**src/rtl/pair_judge_pkg.sv**
```systemverilog
// Shared definitions for the memory-game pair judge: tile colours, states and
// the BCD/one-hot helpers used by the judge datapath.
package tile_pkg;

    localparam int         NUM_TILES   = 10;
    localparam logic [9:0] ALL_MATCHED = 10'h3FF;

    typedef enum logic [1:0] {
        IDLE  = 2'd0,
        ONE   = 2'd1,
        JUDGE = 2'd2,
        DONE  = 2'd3
    } judge_state_t;

    function automatic logic [3:0] tile_color(input logic [3:0] idx);
        case (idx)
            4'd0:    tile_color = 4'd1;
            4'd1:    tile_color = 4'd2;
            4'd2:    tile_color = 4'd3;
            4'd3:    tile_color = 4'd4;
            4'd4:    tile_color = 4'd2;
            4'd5:    tile_color = 4'd4;
            4'd6:    tile_color = 4'd3;
            4'd7:    tile_color = 4'd1;
            4'd8:    tile_color = 4'd5;
            4'd9:    tile_color = 4'd5;
            default: tile_color = 4'd0;
        endcase
    endfunction

    function automatic logic [9:0] tile_bit(input logic [3:0] idx);
        if (idx <= 4'd9) begin
            tile_bit = 10'd1 << idx;
        end else begin
            tile_bit = 10'd0;
        end
    endfunction

    // Two-digit BCD increment that holds at 99.
    function automatic logic [7:0] bcd_inc(input logic [7:0] v);
        if (v == 8'h99) begin
            bcd_inc = v;
        end else if (v[3:0] == 4'd9) begin
            bcd_inc = {v[7:4] + 4'd1, 4'd0};
        end else begin
            bcd_inc = {v[7:4], v[3:0] + 4'd1};
        end
    endfunction

endpackage

```
**src/rtl/pair_judge_if.sv**
```systemverilog
// Tile-pick handshake between the pick stage (master) and the pair judge (slave).
interface pair_judge_if;
    logic       pick_valid;
    logic [3:0] pick_idx;
    logic       pick_ready;

    modport master (output pick_valid, output pick_idx, input pick_ready);
    modport slave  (input pick_valid, input pick_idx, output pick_ready);
endinterface

```
**src/rtl/pair_judge_blink_timer.sv**
```systemverilog
// Blink timer for the judging window: BLINKS on/off pairs of BLINK_HALF cycles.
// phase_on is the phase of the coming cycle so the caller can register outputs with it.
module blink_timer #(
    parameter int BLINK_HALF = 12_500_000,
    parameter int BLINKS     = 3
) (
    input  logic clk,
    input  logic reset,
    input  logic start,
    input  logic clear,
    output logic phase_on,
    output logic done
);
    localparam int HW = (BLINK_HALF > 1) ? $clog2(BLINK_HALF) : 1;
    localparam int NW = (2 * BLINKS > 1) ? $clog2(2 * BLINKS) : 1;
    localparam logic [HW-1:0] HALF_LAST = HW'(BLINK_HALF - 1);
    localparam logic [NW-1:0] NUM_LAST  = NW'(2 * BLINKS - 1);

    logic          running_r, running_s;
    logic [HW-1:0] half_cnt_r, half_cnt_s;
    logic [NW-1:0] half_num_r, half_num_s;
    logic          phase_r, phase_s;
    logic          done_r, done_s;

    // Next-state counters; a fresh start always restarts from the first on half.
    always_comb begin
        running_s  = running_r;
        half_cnt_s = half_cnt_r;
        half_num_s = half_num_r;
        phase_s    = phase_r;
        if (clear) begin
            running_s  = 1'b0;
            half_cnt_s = '0;
            half_num_s = '0;
            phase_s    = 1'b0;
        end else if (start) begin
            running_s  = 1'b1;
            half_cnt_s = '0;
            half_num_s = '0;
            phase_s    = 1'b1;
        end else if (running_r) begin
            if (half_cnt_r == HALF_LAST) begin
                half_cnt_s = '0;
                if (half_num_r == NUM_LAST) begin
                    running_s  = 1'b0;
                    half_num_s = '0;
                    phase_s    = 1'b0;
                end else begin
                    half_num_s = half_num_r + 1'b1;
                    phase_s    = ~phase_r;
                end
            end else begin
                half_cnt_s = half_cnt_r + 1'b1;
            end
        end else begin
            running_s = 1'b0;
        end
        done_s = running_s && (half_cnt_s == HALF_LAST) && (half_num_s == NUM_LAST);
    end

    // Counter and pulse registers.
    always_ff @(posedge clk) begin
        if (reset) begin
            running_r  <= 1'b0;
            half_cnt_r <= '0;
            half_num_r <= '0;
            phase_r    <= 1'b0;
            done_r     <= 1'b0;
        end else begin
            running_r  <= running_s;
            half_cnt_r <= half_cnt_s;
            half_num_r <= half_num_s;
            phase_r    <= phase_s;
            done_r     <= done_s;
        end
    end

    assign phase_on = phase_s;
    assign done     = done_r;
endmodule

```
**src/rtl/pair_judge.sv**
```systemverilog
// Pair judge: holds two revealed tiles, blinks them, then locks or flips them back,
// keeping a saturating BCD move score and the game-over flag.
module pair_judge
    import tile_pkg::*;
#(
    parameter int BLINK_HALF = 12_500_000,
    parameter int BLINKS     = 3,
    parameter int NUM_TILES  = tile_pkg::NUM_TILES
) (
    input  logic                 CLOCK_50,
    input  logic                 reset,
    input  logic                 quit,
    pair_judge_if.slave          pick,
    output logic [NUM_TILES-1:0] face_up,
    output logic [NUM_TILES-1:0] matched,
    output logic [3:0]           color1,
    output logic [3:0]           color2,
    output logic [7:0]           move_bcd,
    output logic                 game_over
);
    judge_state_t state_r, state_s;
    logic [3:0]  first_idx_r, first_idx_s;
    logic [3:0]  second_idx_r, second_idx_s;
    logic [9:0]  revealed_r, revealed_s;
    logic [9:0]  matched_r, matched_s;
    logic [7:0]  move_bcd_r, move_bcd_s;
    logic [9:0]  face_up_r, face_up_s;
    logic [3:0]  color1_r, color1_s;
    logic [3:0]  color2_r, color2_s;
    logic        pick_ready_r, pick_ready_s;
    logic        game_over_r, game_over_s;
    logic [15:0] matched_ext_s;
    logic        accept_s;
    logic        start_s;
    logic        show_s;
    logic        phase_on_s;
    logic        timer_done_s;

    blink_timer #(
        .BLINK_HALF(BLINK_HALF),
        .BLINKS    (BLINKS)
    ) u_blink_timer (
        .clk     (CLOCK_50),
        .reset   (reset),
        .start   (start_s),
        .clear   (quit),
        .phase_on(phase_on_s),
        .done    (timer_done_s)
    );

    // Pick acceptance, FSM transitions and next values of every registered output.
    always_comb begin
        matched_ext_s = {6'd0, matched_r};
        accept_s = pick.pick_valid && pick_ready_r && (pick.pick_idx <= 4'd9)
                   && (matched_ext_s[pick.pick_idx] == 1'b0)
                   && ((state_r != ONE) || (pick.pick_idx != first_idx_r));
        state_s      = state_r;
        first_idx_s  = first_idx_r;
        second_idx_s = second_idx_r;
        revealed_s   = revealed_r;
        matched_s    = matched_r;
        move_bcd_s   = move_bcd_r;
        start_s      = 1'b0;
        if (quit) begin
            state_s      = IDLE;
            first_idx_s  = 4'd0;
            second_idx_s = 4'd0;
            revealed_s   = 10'd0;
            matched_s    = 10'd0;
            move_bcd_s   = 8'd0;
        end else begin
            case (state_r)
                IDLE: begin
                    if (accept_s) begin
                        first_idx_s = pick.pick_idx;
                        revealed_s  = revealed_r | tile_bit(pick.pick_idx);
                        state_s     = ONE;
                    end else begin
                        state_s = IDLE;
                    end
                end
                ONE: begin
                    if (accept_s) begin
                        second_idx_s = pick.pick_idx;
                        revealed_s   = revealed_r | tile_bit(pick.pick_idx);
                        state_s      = JUDGE;
                        start_s      = 1'b1;
                    end else begin
                        state_s = ONE;
                    end
                end
                JUDGE: begin
                    if (timer_done_s) begin
                        if (tile_color(first_idx_r) == tile_color(second_idx_r)) begin
                            matched_s = matched_r | tile_bit(first_idx_r) | tile_bit(second_idx_r);
                        end else begin
                            matched_s = matched_r;
                        end
                        revealed_s = 10'd0;
                        move_bcd_s = bcd_inc(move_bcd_r);
                        state_s    = (matched_s == ALL_MATCHED) ? DONE : IDLE;
                    end else begin
                        state_s = JUDGE;
                    end
                end
                DONE:    state_s = DONE;
                default: state_s = IDLE;
            endcase
        end

        // Outside JUDGE the revealed tiles are shown steadily.
        show_s       = (state_s != JUDGE) || phase_on_s;
        pick_ready_s = (state_s == IDLE) || (state_s == ONE);
        game_over_s  = (state_s == DONE);
        if (state_s == DONE) begin
            face_up_s = ALL_MATCHED;
        end else begin
            face_up_s = matched_s | (revealed_s & {10{show_s}});
        end
        case (state_s)
            ONE: begin
                color1_s = tile_color(first_idx_s);
                color2_s = 4'd0;
            end
            JUDGE: begin
                color1_s = show_s ? tile_color(first_idx_s) : 4'd0;
                color2_s = show_s ? tile_color(second_idx_s) : 4'd0;
            end
            default: begin
                color1_s = 4'd0;
                color2_s = 4'd0;
            end
        endcase
    end

    // State and output registers.
    always_ff @(posedge CLOCK_50) begin
        if (reset) begin
            state_r      <= IDLE;
            first_idx_r  <= 4'd0;
            second_idx_r <= 4'd0;
            revealed_r   <= 10'd0;
            matched_r    <= 10'd0;
            move_bcd_r   <= 8'd0;
            face_up_r    <= 10'd0;
            color1_r     <= 4'd0;
            color2_r     <= 4'd0;
            pick_ready_r <= 1'b1;
            game_over_r  <= 1'b0;
        end else begin
            state_r      <= state_s;
            first_idx_r  <= first_idx_s;
            second_idx_r <= second_idx_s;
            revealed_r   <= revealed_s;
            matched_r    <= matched_s;
            move_bcd_r   <= move_bcd_s;
            face_up_r    <= face_up_s;
            color1_r     <= color1_s;
            color2_r     <= color2_s;
            pick_ready_r <= pick_ready_s;
            game_over_r  <= game_over_s;
        end
    end

    assign pick.pick_ready = pick_ready_r;
    assign face_up         = face_up_r;
    assign matched         = matched_r;
    assign color1          = color1_r;
    assign color2          = color2_r;
    assign move_bcd        = move_bcd_r;
    assign game_over       = game_over_r;
endmodule
```
**src/flat_wrapper.sv**
```systemverilog
// flat-port wrapper written by rule: the top's interface ports become plain ports
module pair_judge_flat import tile_pkg::*;
#(
    parameter int BLINK_HALF = 12_500_000,
    parameter int BLINKS     = 3,
    parameter int NUM_TILES  = tile_pkg::NUM_TILES
)
  (CLOCK_50, reset, quit, face_up, matched, color1, color2, move_bcd, game_over, pick_pick_valid, pick_pick_idx, pick_pick_ready);
  pair_judge_if pick_i ();
  input  logic CLOCK_50;
  input  logic reset;
  input  logic quit;
  output logic [NUM_TILES-1:0] face_up;
  output logic [NUM_TILES-1:0] matched;
  output logic [3:0] color1;
  output logic [3:0] color2;
  output logic [7:0] move_bcd;
  output logic game_over;
  input wire logic [$bits(pick_i.pick_valid)-1:0] pick_pick_valid;
  input wire logic [$bits(pick_i.pick_idx)-1:0] pick_pick_idx;
  output wire logic [$bits(pick_i.pick_ready)-1:0] pick_pick_ready;
  assign pick_i.pick_valid = pick_pick_valid;
  assign pick_i.pick_idx = pick_pick_idx;
  assign pick_pick_ready = pick_i.pick_ready;
  pair_judge #(.BLINK_HALF(BLINK_HALF), .BLINKS(BLINKS), .NUM_TILES(NUM_TILES)) u_core (.CLOCK_50(CLOCK_50), .reset(reset), .quit(quit), .pick(pick_i), .face_up(face_up), .matched(matched), .color1(color1), .color2(color2), .move_bcd(move_bcd), .game_over(game_over));
endmodule
```
**config.mk**
```make
export PLATFORM = sky130hd
export DESIGN_NAME = pair_judge_flat
export DESIGN_NICKNAME = d
export VERILOG_FILES = /design/src/rtl/pair_judge_pkg.sv /design/src/rtl/pair_judge_if.sv /design/src/rtl/pair_judge_blink_timer.sv /design/src/rtl/pair_judge.sv /design/src/flat_wrapper.sv
export SDC_FILE = /design/constraint.sdc
export NUM_CORES = 1
export LEC_CHECK = 0
export BUFFER_PORTS_ARGS = -buffer_cell sky130_fd_sc_hd__buf_4
export CORE_ASPECT_RATIO = 0.7
export CORE_MARGIN = 5
export CORE_UTILIZATION = 55
export DETAILED_ROUTE_END_ITERATION = 16
export PLACE_DENSITY = 0.85
export SYNTH_ARGS = -nofsm -noshare
export SYNTH_HDL_FRONTEND = slang
export SYNTH_SLANG_ARGS = --single-unit
export TNS_END_PERCENT = 5
```
**constraint.sdc**
```tcl
create_clock -name CLOCK_50 -period 9 [get_ports CLOCK_50]
set_clock_uncertainty 0.2 [all_clocks]
set_input_delay 1.8 -clock CLOCK_50 [delete_from_list [all_inputs] [get_ports CLOCK_50]]
set_output_delay 1.8 -clock CLOCK_50 [all_outputs]
set_load 0.01 [all_outputs]
```
Word level (Yosys, flattened, before mapping)
Memories as Yosys holds them, arrays and structs flattened. A register that Yosys moved wholly into a read port is not among the register bits.
Index checks and enable logic that the tools add are counted.
{ "totals": {"rom_bits": 240, "n_memories": 5, "ff_bits": 88, "inputBits": 8, "output_inout_bits": 38, "word_cells": 152} }
{ "op_classes": {"reduce_logical": 15, "n_mux": 76, "magnitude_cmp": 4, "bitwise": 11, "addsub": 4, "n_eq_ne": 17, "shifts": 3} }
{ "memory_table": {"columns": ["memory", "depth", "word_bits", "read_ports", "rd_clocked_by_memory_dff", "write_ports", "line", "text"], "rows": [
  ["(name not given)", 16, 3, 1, 1, 0, "pair_judge_pkg.sv:16", "case (idx)"],
  ["(name not given)", 16, 3, 1, 1, 0, "pair_judge_pkg.sv:16", null],
  ["(name not given)", 16, 3, 1, 0, 0, "pair_judge_pkg.sv:16", null],
  ["(name not given)", 16, 3, 1, 0, 0, "pair_judge_pkg.sv:16", null],
  ["(name not given)", 16, 3, 1, 1, 0, "pair_judge_pkg.sv:16", null]
]} }
{ "ops": {"columns": ["cell", "count"], "rows": [
  ["10-bit 2-to-1 mux", 28],
  ["24-bit 2-to-1 mux", 4],
  ["4-bit 2-to-1 mux", 16],
  ["10-bit bitwise OR", 5],
  ["24-bit == test, second input constant", 2],
  ["10-bit case mux with 3 select lines", 1],
  ["1-bit by 4-bit left shift with 10-bit output, first input constant", 3],
  ["24-bit by 1-bit adder with 24-bit output, second input constant", 1],
  ["1-bit 2-to-1 mux", 15],
  ["3-bit 2-to-1 mux", 5],
  ["4-bit <= comparator, second input constant", 3],
  ["10-bit bitwise AND", 1],
  ["10-bit == test, second input constant", 1],
  ["4-bit by 1-bit adder with 4-bit output, second input constant", 2],
  ["2-bit == test, second input constant", 4],
  ["8-bit == test, second input constant", 1],
  ["2-bit 2-to-1 mux", 4],
  ["2-bit case mux with 4 select lines", 1],
  ["4-bit case mux with 2 select lines", 1],
  ["3-bit == test, second input constant", 2],
  ["1-bit logical AND", 6],
  ["4-bit by 5-bit < comparator with 1-bit output, second input constant", 1],
  ["1-bit NOT", 5],
  ["1-bit binary-select mux with 4-bit select", 1],
  ["other kinds (13)", 17]
]} }

Logic depth before layout (Yosys ltp)
Gate-level depths: netlist (run 1).
{ "depth": {"depth_word": 24, "ltp_mapped": 12, "mapped_depth_nobuf": 10} }

Cells and area by module
From an unflattened synthesis (run 1), not the netlist that was laid out.
{ "hier_totals": {"cells_unflattened": 602, "area_unflattened_um2": 4998.5} }
{ "by_module_without_submodules": {"columns": ["mod", "instances", "area_each_um2", "cells_per_inst", "seq_area_each_um2"], "rows": [
  ["pair_judge", 1, 3375.7, 415, 1241.2],
  ["blink_timer", 1, 1622.8, 187, 600.6]
]} }

Least setup slack after synthesis (run 1)
No wires, ideal clock.
{ "synth_timing": {"path_kind": "input -> register", "start": "in pick_pick_idx[2]", "end": "reg u_core.face_up_r[2], in the netlist u_core.face_up[2]", "arrival_ns": 4.093, "setup_time_ns": 0.071, "path_slack_ns": 4.636, "required_ns": 8.729, "path_stages": 12, "n_path_buf": 2, "path_cell_list": "clkbuf_1 xnor2_1 nand3_1 o41ai_1 nor2_1 o211ai_1 o21bai_1 and2_1 ha_1 clkbuf_1 nor2_1 o2bb2ai_1"} }
{ "synth_via": {"word_cells_on_any_way": 37, "classes_between": "1 x order compare; 3 x eq/ne; 1 x shift; 22 x mux; 5 x bitwise; 5 x reduce/logical"} }
{ "synth_lines": {"columns": ["item", "line", "text"], "rows": [
  ["start: declaration", "flat_wrapper.sv:20", "input wire logic [$bits(pick_i.pick_idx)-1:0] pick_pick_idx;"],
  ["1-bit binary-select mux with 4-bit select", "pair_judge.sv:55", "&& (matched_ext_s[pick.pick_idx] == 1'b0)"],
  ["1-bit 2-to-1 mux (implied by the code)", "pair_judge.sv:55", null],
  ["1-bit NOT", "pair_judge.sv:55", null],
  ["1-bit logical AND", "pair_judge.sv:55", null],
  ["1-bit logical AND (*)", "pair_judge.sv:56", "&& ((state_r != ONE) || (pick.pick_idx != first_idx_r));"],
  ["2-bit 2-to-1 mux or 1-bit 2-to-1 mux (tied branches)", "pair_judge.sv:83, pair_judge.sv:74", null],
  ["2-bit case mux with 4 select lines (*)", "pair_judge.sv:72", "case (state_r)"],
  ["2-bit 2-to-1 mux (*)", "pair_judge.sv:64", "if (quit) begin"],
  ["named net u_core.state_s[0]", "pair_judge.sv:21", "judge_state_t state_r, state_s;"],
  ["2-bit == test (*)", null, null],
  ["named net u_core.game_over_s", "pair_judge.sv:31", "logic game_over_r, game_over_s;"],
  ["10-bit 2-to-1 mux (*)", "pair_judge.sv:115", "if (state_s == DONE) begin"],
  ["end signal: assignment", "pair_judge.sv:157", "face_up_r <= face_up_s;"],
  ["end: declaration", "pair_judge.sv:27", "logic [9:0] face_up_r, face_up_s;"]
]} }
The timed path passes the listed nets; every way through them passes the cells marked *. The select of a mux whose other input is x is not followed.
A chain may end at the register's enable or synchronous reset.

Final worst setup path (run 1)
{ "layout_timing": {"start": "in pick_pick_idx[0]", "end": "reg u_core.color1_r[1], in the netlist u_core.color1[1]"} }
{ "layout_via": {"word_cells_on_any_way": 29, "classes_between": "1 x order compare; 4 x eq/ne; 16 x mux; 1 x bitwise; 5 x reduce/logical; 2 x memory"} }
{ "layout_lines": {"columns": ["item", "line", "text"], "rows": [
  ["1-bit binary-select mux with 4-bit select", "pair_judge.sv:55", null],
  ["1-bit 2-to-1 mux (implied by the code)", "pair_judge.sv:55", null],
  ["1-bit NOT", "pair_judge.sv:55", null],
  ["1-bit logical AND", "pair_judge.sv:55", null],
  ["1-bit logical AND (*)", "pair_judge.sv:56", null],
  ["2-bit 2-to-1 mux (*)", "pair_judge.sv:83", "if (accept_s) begin"],
  ["2-bit case mux with 4 select lines (*)", "pair_judge.sv:72", null],
  ["2-bit 2-to-1 mux (*)", "pair_judge.sv:64", null],
  ["named net u_core.state_s[1]", "pair_judge.sv:21", null],
  ["2-bit inequality test", "pair_judge.sv:112", "show_s = (state_s != JUDGE) || phase_on_s;"],
  ["1-bit logical OR", "pair_judge.sv:112", null],
  ["4-bit 2-to-1 mux", "pair_judge.sv:126", "color1_s = show_s ? tile_color(first_idx_s) : 4'd0;"],
  ["4-bit case mux with 2 select lines (*)", "pair_judge.sv:120", "case (state_s)"],
  ["end signal: assignment", "pair_judge.sv:158", "color1_r <= color1_s;"],
  ["end: declaration", "pair_judge.sv:28", "logic [3:0] color1_r, color1_s;"]
]} }
Marks and branches as above.

==> impl_metrics.toml, run 1 <==
[drt]
drt_iter0_drc = 425
wl_per_cell_microns = 16.4
drcViolationCount = 0
wl_microns = 11900
dr.pass1.iters = 6
drtAntennaViolNets = 0
via_count = 4336
viasPerCell = 6.00

[cts]
ctsResizeCount = 0
clock_sinks = 92
insertion_delay_ns = 0.35
cts_tree = "built"
cts_setup_buffers = 0
hold_buffers = 0
cts_root_buffer = "clkbuf_16"
cts_max_level = 3
cts_buffers = 9
clockBufferDepth = 2
path_clk_slew_ns = 0.06

[sta]
finalSetupViolations = 0
maxSlewViolCount = 0
max_freq_mhz = 225
period_needed_ns = 4.44
tightest_slew_ns = 1.10
finalCritPeriodShare_pct = 49.3
finalSetupTns_ns = 0
rsz0062_at_grt = "no"
maxSlewHeadroom_pct = 26.1
hold_viol_final = 0

[grt]
grt_pass1_wl_microns = 20100
gr-total-overflow = 0
grt_pass1_vias = 4125
antenna_found_initial = 0
grt.total_usage_pct = 23.3
grt_max_degree = 48

[die]
die_w_microns = 122
row_count = 28
core-area_sq_um = 8510
die_h_microns = 88.4
start_util_pct = 56.7
io_pins = 46
dieArea_sq_um = 10800

[finish]
antennaDiodeCount = 0
syn_to_final_growth_pct = 15.0
drive_gt1_share_pct = 14.1
fillCellCount = 690
nets = 621

[status]
status = "finished, final reports clean"

[yosys]
yosysMostFrequentCell = "dfxtp_1"
synthArstFlopShare_pct = 0
ys_ff_latch = 92
synthTopCellsByArea = "dfxtp_1 38%, nor2_1 6.5%, xor2_1 4.2%"
ys_types = 75
synth_edf_count = 0
avgSynthCellArea_sq_um = 8.50
netlist_area_sq_um = 4830
synth_seq_area_share_pct = 38.2
synthTopCellsByCount = "92 x dfxtp_1, 84 x nor2_1, 31 x nand2_1, 28 x a21oi_1"
synth_warnings = 0
synth_largest_area_cell = "dfxtp_1"
synth_flop_cell = "dfxtp_1"
postSynthCellCount = 568
synth_top_area_share_pct = 38.2

[worst_setup_path]
crit_path_end_kind = "flop"
critPathArrivalTime_ns = 4.46
start_kind = "input port"
worstPathMaxFanout = 13
critPathKind = "in2reg"
cp.required_ns = 9.03

[hold_path]
hold_class = "reg2reg"

[placed_design]
place.gp.congestion = 0.906
io_buffers = 43
dp.final_hpwl_microns = 8590

[power]
leakagePower_nw = 2.13
ir_worst_vdd_v = 0.000105
total_power_mw = 0.929
power_density_nw_per_um2 = 167

[flow_run]
max_cap_violations = 0
[per-stage QoR]
stage / setup WS (ns) / instances / instance area, sq um / hold WS, ns / utilization [%]
finish: 4.56 / 723 / 5550 / 0.289 / 65.2
floorplan: 4.64 / 569 / 4830 / 0.248 / -
global placement: 4.42 / 707 / 5190 / 0.261 / 60.9
global route: 4.30 / 723 / 5550 / 0.311 / 65.2
detailed placement: 4.23 / 707 / 5190 / 0.279 / 60.9
CTS: 4.57 / 723 / 5550 / 0.291 / 65.2
[cells in the final DEF, fill, tap and decap left out, drive strengths merged, types with 7 or more instances in the layout]
cell / synthesis / layout
dfxtp: 92 / 92
nor2: 85 / 85
buf: 7 / 43
nand2: 33 / 33
a21oi: 28 / 28
nor3: 26 / 26
xor2: 23 / 23
nor2b: 21 / 21
nand3: 21 / 21
inv: 16 / 16
ha: 15 / 15
nand2b: 14 / 14
xnor2: 14 / 14
nor4: 13 / 13
nand4: 12 / 12
o2bb2ai: 11 / 11
clkbuf: 18 / 9
o21ai: 9 / 9
o22ai: 8 / 8
a31oi: 8 / 8
mux2i: 8 / 8
or3: 7 / 7
and3: 7 / 7
mux2: 7 / 7
[kinds of logic (layout without fill, tap and decap cells)]
family,Yosys count,after routing,share of synthesized area [%]
AND/OR/NAND/NOR,267,267,29.4
AO/OA/AOI/OAI,100,100,14.6
flip-flops,92,92,38.2
buffers and inverters,41,75,3.68
XOR/XNOR,37,37,6.71
adder cells (fa/ha/maj),15,15,3.89
multiplexers,15,15,3.45
other,1,2,0.0777
[flip-flops by register name, indices dropped and copies added (netlist names), 4 cells and up, named ones only]
name	count
u_core.matched	10
u_core.u_blink_timer.half_cnt_r	24
u_core.revealed_r	10
u_core.move_bcd	8
u_core.face_up	10
u_core.second_idx_r	4
u_core.first_idx_r	4
[worst max-delay path, stage by stage]
cell and delay [ns]:
buf_4 0.19, mux2_1 0.34, a22o_1 0.27, mux2_2 0.37, nor2_1 0.20, o21ai_1 0.08, a31oi_1 0.32, inv_1 0.12
ha_1 0.31, nand2b_1 0.10, nor4b_1 0.35
[report_power, final]
group,switching [mW],internal [mW],total (mW)
Sequential,0.00317,0.410,0.413
Clock,0.160,0.299,0.459
Combinational,0.0385,0.0187,0.0572
Total,0.202,0.728,0.929
[worst paths after layout]
path	depth (start not counted)	end	slack, ns	from
setup / recovery	11	u_core.color1[1]	4.56	pick_pick_idx[0]
hold / removal	2	u_core.u_blink_timer.half_num_r[2]	0.29	u_core.u_blink_timer.half_num_r[2]
setup reg to reg	10	u_core.color1[1]	5.65	flop
hold reg to reg	2	u_core.u_blink_timer.half_num_r[2]	0.29	u_core.u_blink_timer.half_num_r[2]
[per-layer routing]
metal / vias up / global-route usage (%) / share of wire [%]
met1: 2024 / 32.5 / 45
met5: - / 0 / 0
met4: 0 / 7.12 / 1.6
met3: 26 / 5.62 / 9.5
met2: 204 / 36.0 / 44
li1: 2082 / - / -
[final cells by class]
cell class                 instances  area [sq um]  share of cell area [%]
sequential                        92          1840                    33.2
tap                              120           150                    2.71
multi-input combinational        436          2810                    50.7
clock buffer                       9           225                    4.06
clock inverter                     7           139                    2.50
timing repair buffer              43           323                    5.82
inverter                          16          60.1                    1.08
Power figures use the tool's default switching activity.
==> inputs of run 2 (changes only) <==
==> constraint.sdc (replaced) <==
create_clock -name CLOCK_50 -period 4.1 [get_ports CLOCK_50]
set_clock_uncertainty 0.2 [all_clocks]
set_input_delay 0.82 -clock CLOCK_50 [delete_from_list [all_inputs] [get_ports CLOCK_50]]
set_output_delay 0.82 -clock CLOCK_50 [all_outputs]
set_load 0.01 [all_outputs]
==> run 2 against run 1 <==
  * Final area down 0.32%
  * Sequential share of layout area up 0.11 points
  * Register-to-register slack worse by 4.9 ns
  * Clock power up 110%
  * Wire length up 1.0%
  * First-iteration DRC count up 9.2%
  * Worst setup slack worse by 3.9 ns
  * Critical path depth down 1
  * Flip-flop and latch count unchanged
  * Die area unchanged
  * Largest cell class unchanged
==> impl_metrics.toml, run 2 (same netlist as run 1, synthesis figures left out) <==
[power]
internal-power_mw = 1.54
leakagePower_nw = 2.12
p_clk_share_pct = 47.8
power_density_nw_per_um2 = 358
ir_worst_vdd_v = 0.000302
power_switching_mw = 0.445
power_frac_comb_pct = 6.4
p_seq_share_pct = 45.8
p_sw_share_pct = 22.5

[die]
io_pins = 46
start_util_pct = 56.7
dieArea_sq_um = 10800
core-area_sq_um = 8510
row_count = 28
die_w_microns = 122
die_h_microns = 88.4

[worst_setup_path]
crit_buf_inv = 2
cp.required_ns = 4.14
crit_path_end_kind = "flop"
worst_path_max_delay_cell = "mux2i_2"
worstPathMaxFanout = 13
critPathKind = "in2reg"
critPathArrivalTime_ns = 3.47
start_kind = "input port"
path_cells = "buf_4, mux2_2, o22ai_1, o2111ai_1, nor2_2, mux2i_2, inv_2, ha_1, mux2_1, o211a_1"
crit_family = "multiplexers"
slowest_delay_ns = 0.46

[finish]
final_area_sq_um = 5530
drive_gt1_share_pct = 14.2
regMostFlops = "u_core.u_blink_timer.half_cnt_r"
most-common-layout-cells = "92 x dfxtp_1, 84 x nor2_1, 44 x buf_4, 31 x nand2_1, 28 x a21oi_1"
syn_to_final_growth_pct = 14.6
antennaDiodeCount = 0
fillCellCount = 707
largest_register_ffs = 24
mostFrequentLayoutCell = "dfxtp_1"
nets = 622

[drt]
viasPerCell = 6.00
wl_microns = 12000
wl_per_cell_microns = 16.5
via_count = 4344
drcViolationCount = 0
drtAntennaViolNets = 0
dr.pass1.iters = 5
drt_iter0_drc = 464

[cts]
hold_buffers = 0
path_clk_slew_ns = 0.07
clockBufferDepth = 2
ctsResizeCount = 0
cts_setup_buffers = 0
cts_max_level = 3
clock_sinks = 92
cts_buffers = 9
insertion_delay_ns = 0.35
cts_tree = "built"
cts_root_buffer = "clkbuf_16"

[grt]
grt_max_degree = 48
antenna_found_initial = 0
gr-total-overflow = 0
grt.total_usage_pct = 22.9
grt_pass1_vias = 4048
grt_pass1_wl_microns = 19700

[sta]
maxSlewViolCount = 0
finalSetupTns_ns = 0
maxSlewHeadroom_pct = 43.0
max_freq_mhz = 292
finalSetupViolations = 0
rsz0062_at_grt = "no"
hold_viol_final = 0
finalCritPeriodShare_pct = 83.6
period_needed_ns = 3.43
tightest_slew_ns = 0.844
holdWs_ns = 0.283

[placed_design]
placed_area_sq_um = 5190
place.gp.congestion = 0.904
io_buffers = 43
dp.final_hpwl_microns = 8590

[hold_path]
hold_class = "reg2reg"

[flow_run]
max_cap_violations = 0

[status]
status = "finished, final reports clean"
[run 2: changes by cell type in the layout (fill, tap and decap cells not counted), sizes merged]
cell    delta
buf        +1
bufinv     -1
inv        +1
[run 2: final cells by class]
cell class	instances	area [sq um]	area share [%]
Clock buffer	9	225	4.07
Clock inverter	7	114	2.06
Inverter	16	60.1	1.09
Multi-Input combinational cell	436	2810	50.8
Sequential cell	92	1840	33.3
Tap cell	120	150	2.71
Timing Repair Buffer	44	330	5.97
[run 2: per-layer routing]
| metal | share of wire (%) | vias to the layer above | global-route usage [%] |
|---|---|---|---|
| met4 | 1.1 | 0 | 7.12 |
| met3 | 9.4 | 16 | 6.39 |
| met1 | 45 | 2008 | 31.1 |
| li1 | - | 2094 | - |
| met5 | 0 | - | 0 |
| met2 | 45 | 226 | 35.8 |
[run 2: final timing paths]
check	slack, ns	depth (start not counted)	to	from
max	0.67	10	u_core.color2[2]	pick_pick_idx[0]
min reg2reg	0.28	2	u_core.u_blink_timer.half_num_r[2]	u_core.u_blink_timer.half_num_r[2]
min	0.28	2	u_core.u_blink_timer.half_num_r[2]	u_core.u_blink_timer.half_num_r[2]
max reg2reg	0.79	10	u_core.color1[2]	flop
[run 2: worst reg2reg max path: cells and delay by family (launching register included)]
family                   cells  cell delay [ns]
AO/OA/AOI/OAI                3             0.88
flip-flops                   1             0.31
buffers and inverters        1             0.11
XOR/XNOR                     1             0.16
AND/OR/NAND/NOR              4             1.25
adder cells (fa/ha/maj)      1             0.31
[run 2: metrics by stage]
stage	setup slack (ns)	power (mW)	std cells	utilization (%)
after global routing	0.423	2.04	724	65.0
after CTS	0.705	1.99	724	65.0
after detailed placement	0.342	1.05	708	61.0
final	0.672	1.98	724	65.0
after global placement	0.498	1.05	708	61.0
after floorplan	0.716	1.02	569	-
[run 2: power groups by stage]
stage	clock [mW]	sequential, mW	combinational, mW
6_report	0.946	0.907	0.128
5_1_grt	0.992	0.907	0.140
4_1_cts	0.959	0.906	0.126
3_5_place_dp	0	0.926	0.125
3_3_place_gp	0	0.926	0.121
2_1_floorplan	0	0.924	0.0972
==> inputs of run 3 (changes only) <==
==> constraint.sdc (replaced) <==
create_clock -name CLOCK_50 -period 3.2 [get_ports CLOCK_50]
set_clock_uncertainty 0.2 [all_clocks]
set_input_delay 0.64 -clock CLOCK_50 [delete_from_list [all_inputs] [get_ports CLOCK_50]]
set_output_delay 0.64 -clock CLOCK_50 [all_outputs]
set_load 0.01 [all_outputs]
==> run 3 against run 2 <==
  * Global-route usage grew 1.6 points
  * Die area is the same
  * Worst setup slack lost 0.57 ns
  * Utilization grew 2.5 points
  * Clock power grew 17%
  * Cell count grew 4.4%
  * Final area grew 3.9%
  * First-iteration DRC count grew 0.86%
  * Combinational power grew 54%
  * Via count grew 3.5%
  * Critical path type is now reg2reg
  * Largest cell class unchanged
  * Largest power group is now sequential cells
==> impl_metrics.toml, run 3 (same netlist as run 1, synthesis figures left out) <==
[status]
status = "finished, final reports clean"

[grt]
grt_max_degree = 48
grt_pass1_vias = 4257
gr-total-overflow = 0
use_met2_pct = 38.2
antenna_found_initial = 0
grt_pass1_wl_microns = 20800
use_met1_pct = 32.8
use_met3_pct = 7.16
top_usage_layer = "met2"
grt.total_usage_pct = 24.5

[finish]
mostFrequentLayoutCell = "dfxtp_1"
final_cells = 756
largest_register_ffs = 24
final_area_sq_um = 5750
drive_gt1_share_pct = 18.7
most-common-layout-cells = "92 x dfxtp_1, 84 x nor2_1, 76 x buf_4, 31 x nand2_1, 28 x a21oi_1"
regMostFlops = "u_core.u_blink_timer.half_cnt_r"
multi_input_area_sq_um = 2820
ff_latch_area_sq_um = 1840
nets = 654
antennaDiodeCount = 0
syn_to_final_growth_pct = 19.1
fillCellCount = 692

[hold_path]
holdPathStages = 2
min_to = "u_core.u_blink_timer.half_num_r[1]"
min_from = "u_core.u_blink_timer.half_num_r[1]"
hold_class = "reg2reg"

[sta]
finalSetupTns_ns = 0
max_freq_mhz = 322
maxSlewHeadroom_pct = 51.5
finalCritPeriodShare_pct = 96.9
rsz0062_at_grt = "no"
period_needed_ns = 3.10
maxSlewViolCount = 0
finalSetupViolations = 0
tightest_slew_ns = 0.722
hold_viol_final = 0

[drt]
drt_iter0_drc = 468
wl_microns = 12800
drtAntennaViolNets = 0
via_count = 4495
drcViolationCount = 0
viasPerCell = 5.95
dr.pass1.iters = 5
wl_per_cell_microns = 17.0

[die]
core-area_sq_um = 8510
die_h_microns = 88.4
dieArea_sq_um = 10800
io_pins = 46
start_util_pct = 56.7
die_w_microns = 122
row_count = 28

[worst_setup_path]
r2r-start = "u_core.second_idx_r[3]"
start_kind = "flop"
worstPathMaxFanout = 6
critPathKind = "reg2reg"
rrSetupSlack_ns = 0.1
crit_path_end_kind = "flop"
critPathArrivalTime_ns = 3.13
reg2reg_depth = 10
rr_endpoint = "u_core.color1[0]"
cp.required_ns = 3.23

[placed_design]
placed_area_sq_um = 5440
placed_cells_incl_taps = 740
dp.final_hpwl_microns = 9550
io_buffers = 43
place.gp.congestion = 0.974

[cts]
insertion_delay_ns = 0.36
hold_buffers = 0
cts_root_buffer = "clkbuf_16"
cts_buffers = 9
clockBufferDepth = 2
cts_tree = "built"
clock_sinks = 92
cts_setup_buffers = 0
ctsResizeCount = 0
cts_max_level = 3
path_clk_slew_ns = 0.07

[power]
power_density_nw_per_um2 = 429
total_power_mw = 2.47
leakagePower_nw = 2.26
ir_worst_vdd_v = 0.000288

[flow_run]
max_cap_violations = 0
-- run 3: changes by cell type in the layout (fill, tap and decap cells not counted), sizes merged --
cell / change
buf: +32
bufinv: -2
inv: +3
clkinv: -2
clkinvlp: +1
-- run 3: worst max-delay path, cell delays in order (launching register included) --
cell	delay [ns]
dfxtp_1	0.39
or2_2	0.37
o22ai_1	0.16
a21oi_1	0.14
nor4_1	0.30
nand3_1	0.19
a31oi_1	0.35
inv_1	0.12
ha_1	0.30
nand2b_1	0.11
a211oi_1	0.35
-- run 3: power by group --
part           total (mW)  internal, mW  switching (mW)
Combinational       0.197        0.0766           0.121
Sequential           1.16          1.15         0.00810
Clock                1.11         0.618           0.491
-- run 3: worst max-delay path by stage --
stage                                  end                    from  slack, ns  cells after the start
after floorplan           u_core.color2[2]        pick_pick_idx[3]       0.08                     10
after global placement                flop        pick_pick_idx[0]      -0.11                     12
after detailed placement  u_core.color1[0]        pick_pick_idx[0]      -0.16                     11
after CTS                 u_core.color1[0]        pick_pick_idx[0]       0.18                     11
after global routing      u_core.color1[2]  u_core.second_idx_r[3]      0.001                     11
final                     u_core.color1[0]  u_core.second_idx_r[3]        0.1                     10
-- run 3: layer usage --
metal | part of all wire, % | wire length, microns
met5 | 0 | 0
met4 | 2.2 | 279
met3 | 9.3 | 1200
met2 | 44 | 5680
met1 | 44 | 5670
-- run 3: final cells by class --
type	instances	share of cell area [%]
Multi-Input combinational cell	436	49.1
Clock buffer	9	3.92
Inverter	16	1.05
Sequential cell	92	32.0
Timing Repair Buffer	76	9.93
Clock inverter	7	1.39
Tap cell	120	2.61
-- run 3: through the flow --
step	hold slack, ns	setup slack (ns)	util [%]
6_report	0.296	0.0976	67.5
5_1_grt	0.312	0.00112	67.5
4_1_cts	0.292	0.180	67.5
3_5_place_dp	0.282	-0.159	63.9
3_3_place_gp	0.260	-0.105	63.9
2_1_floorplan	0.248	0.0789	-
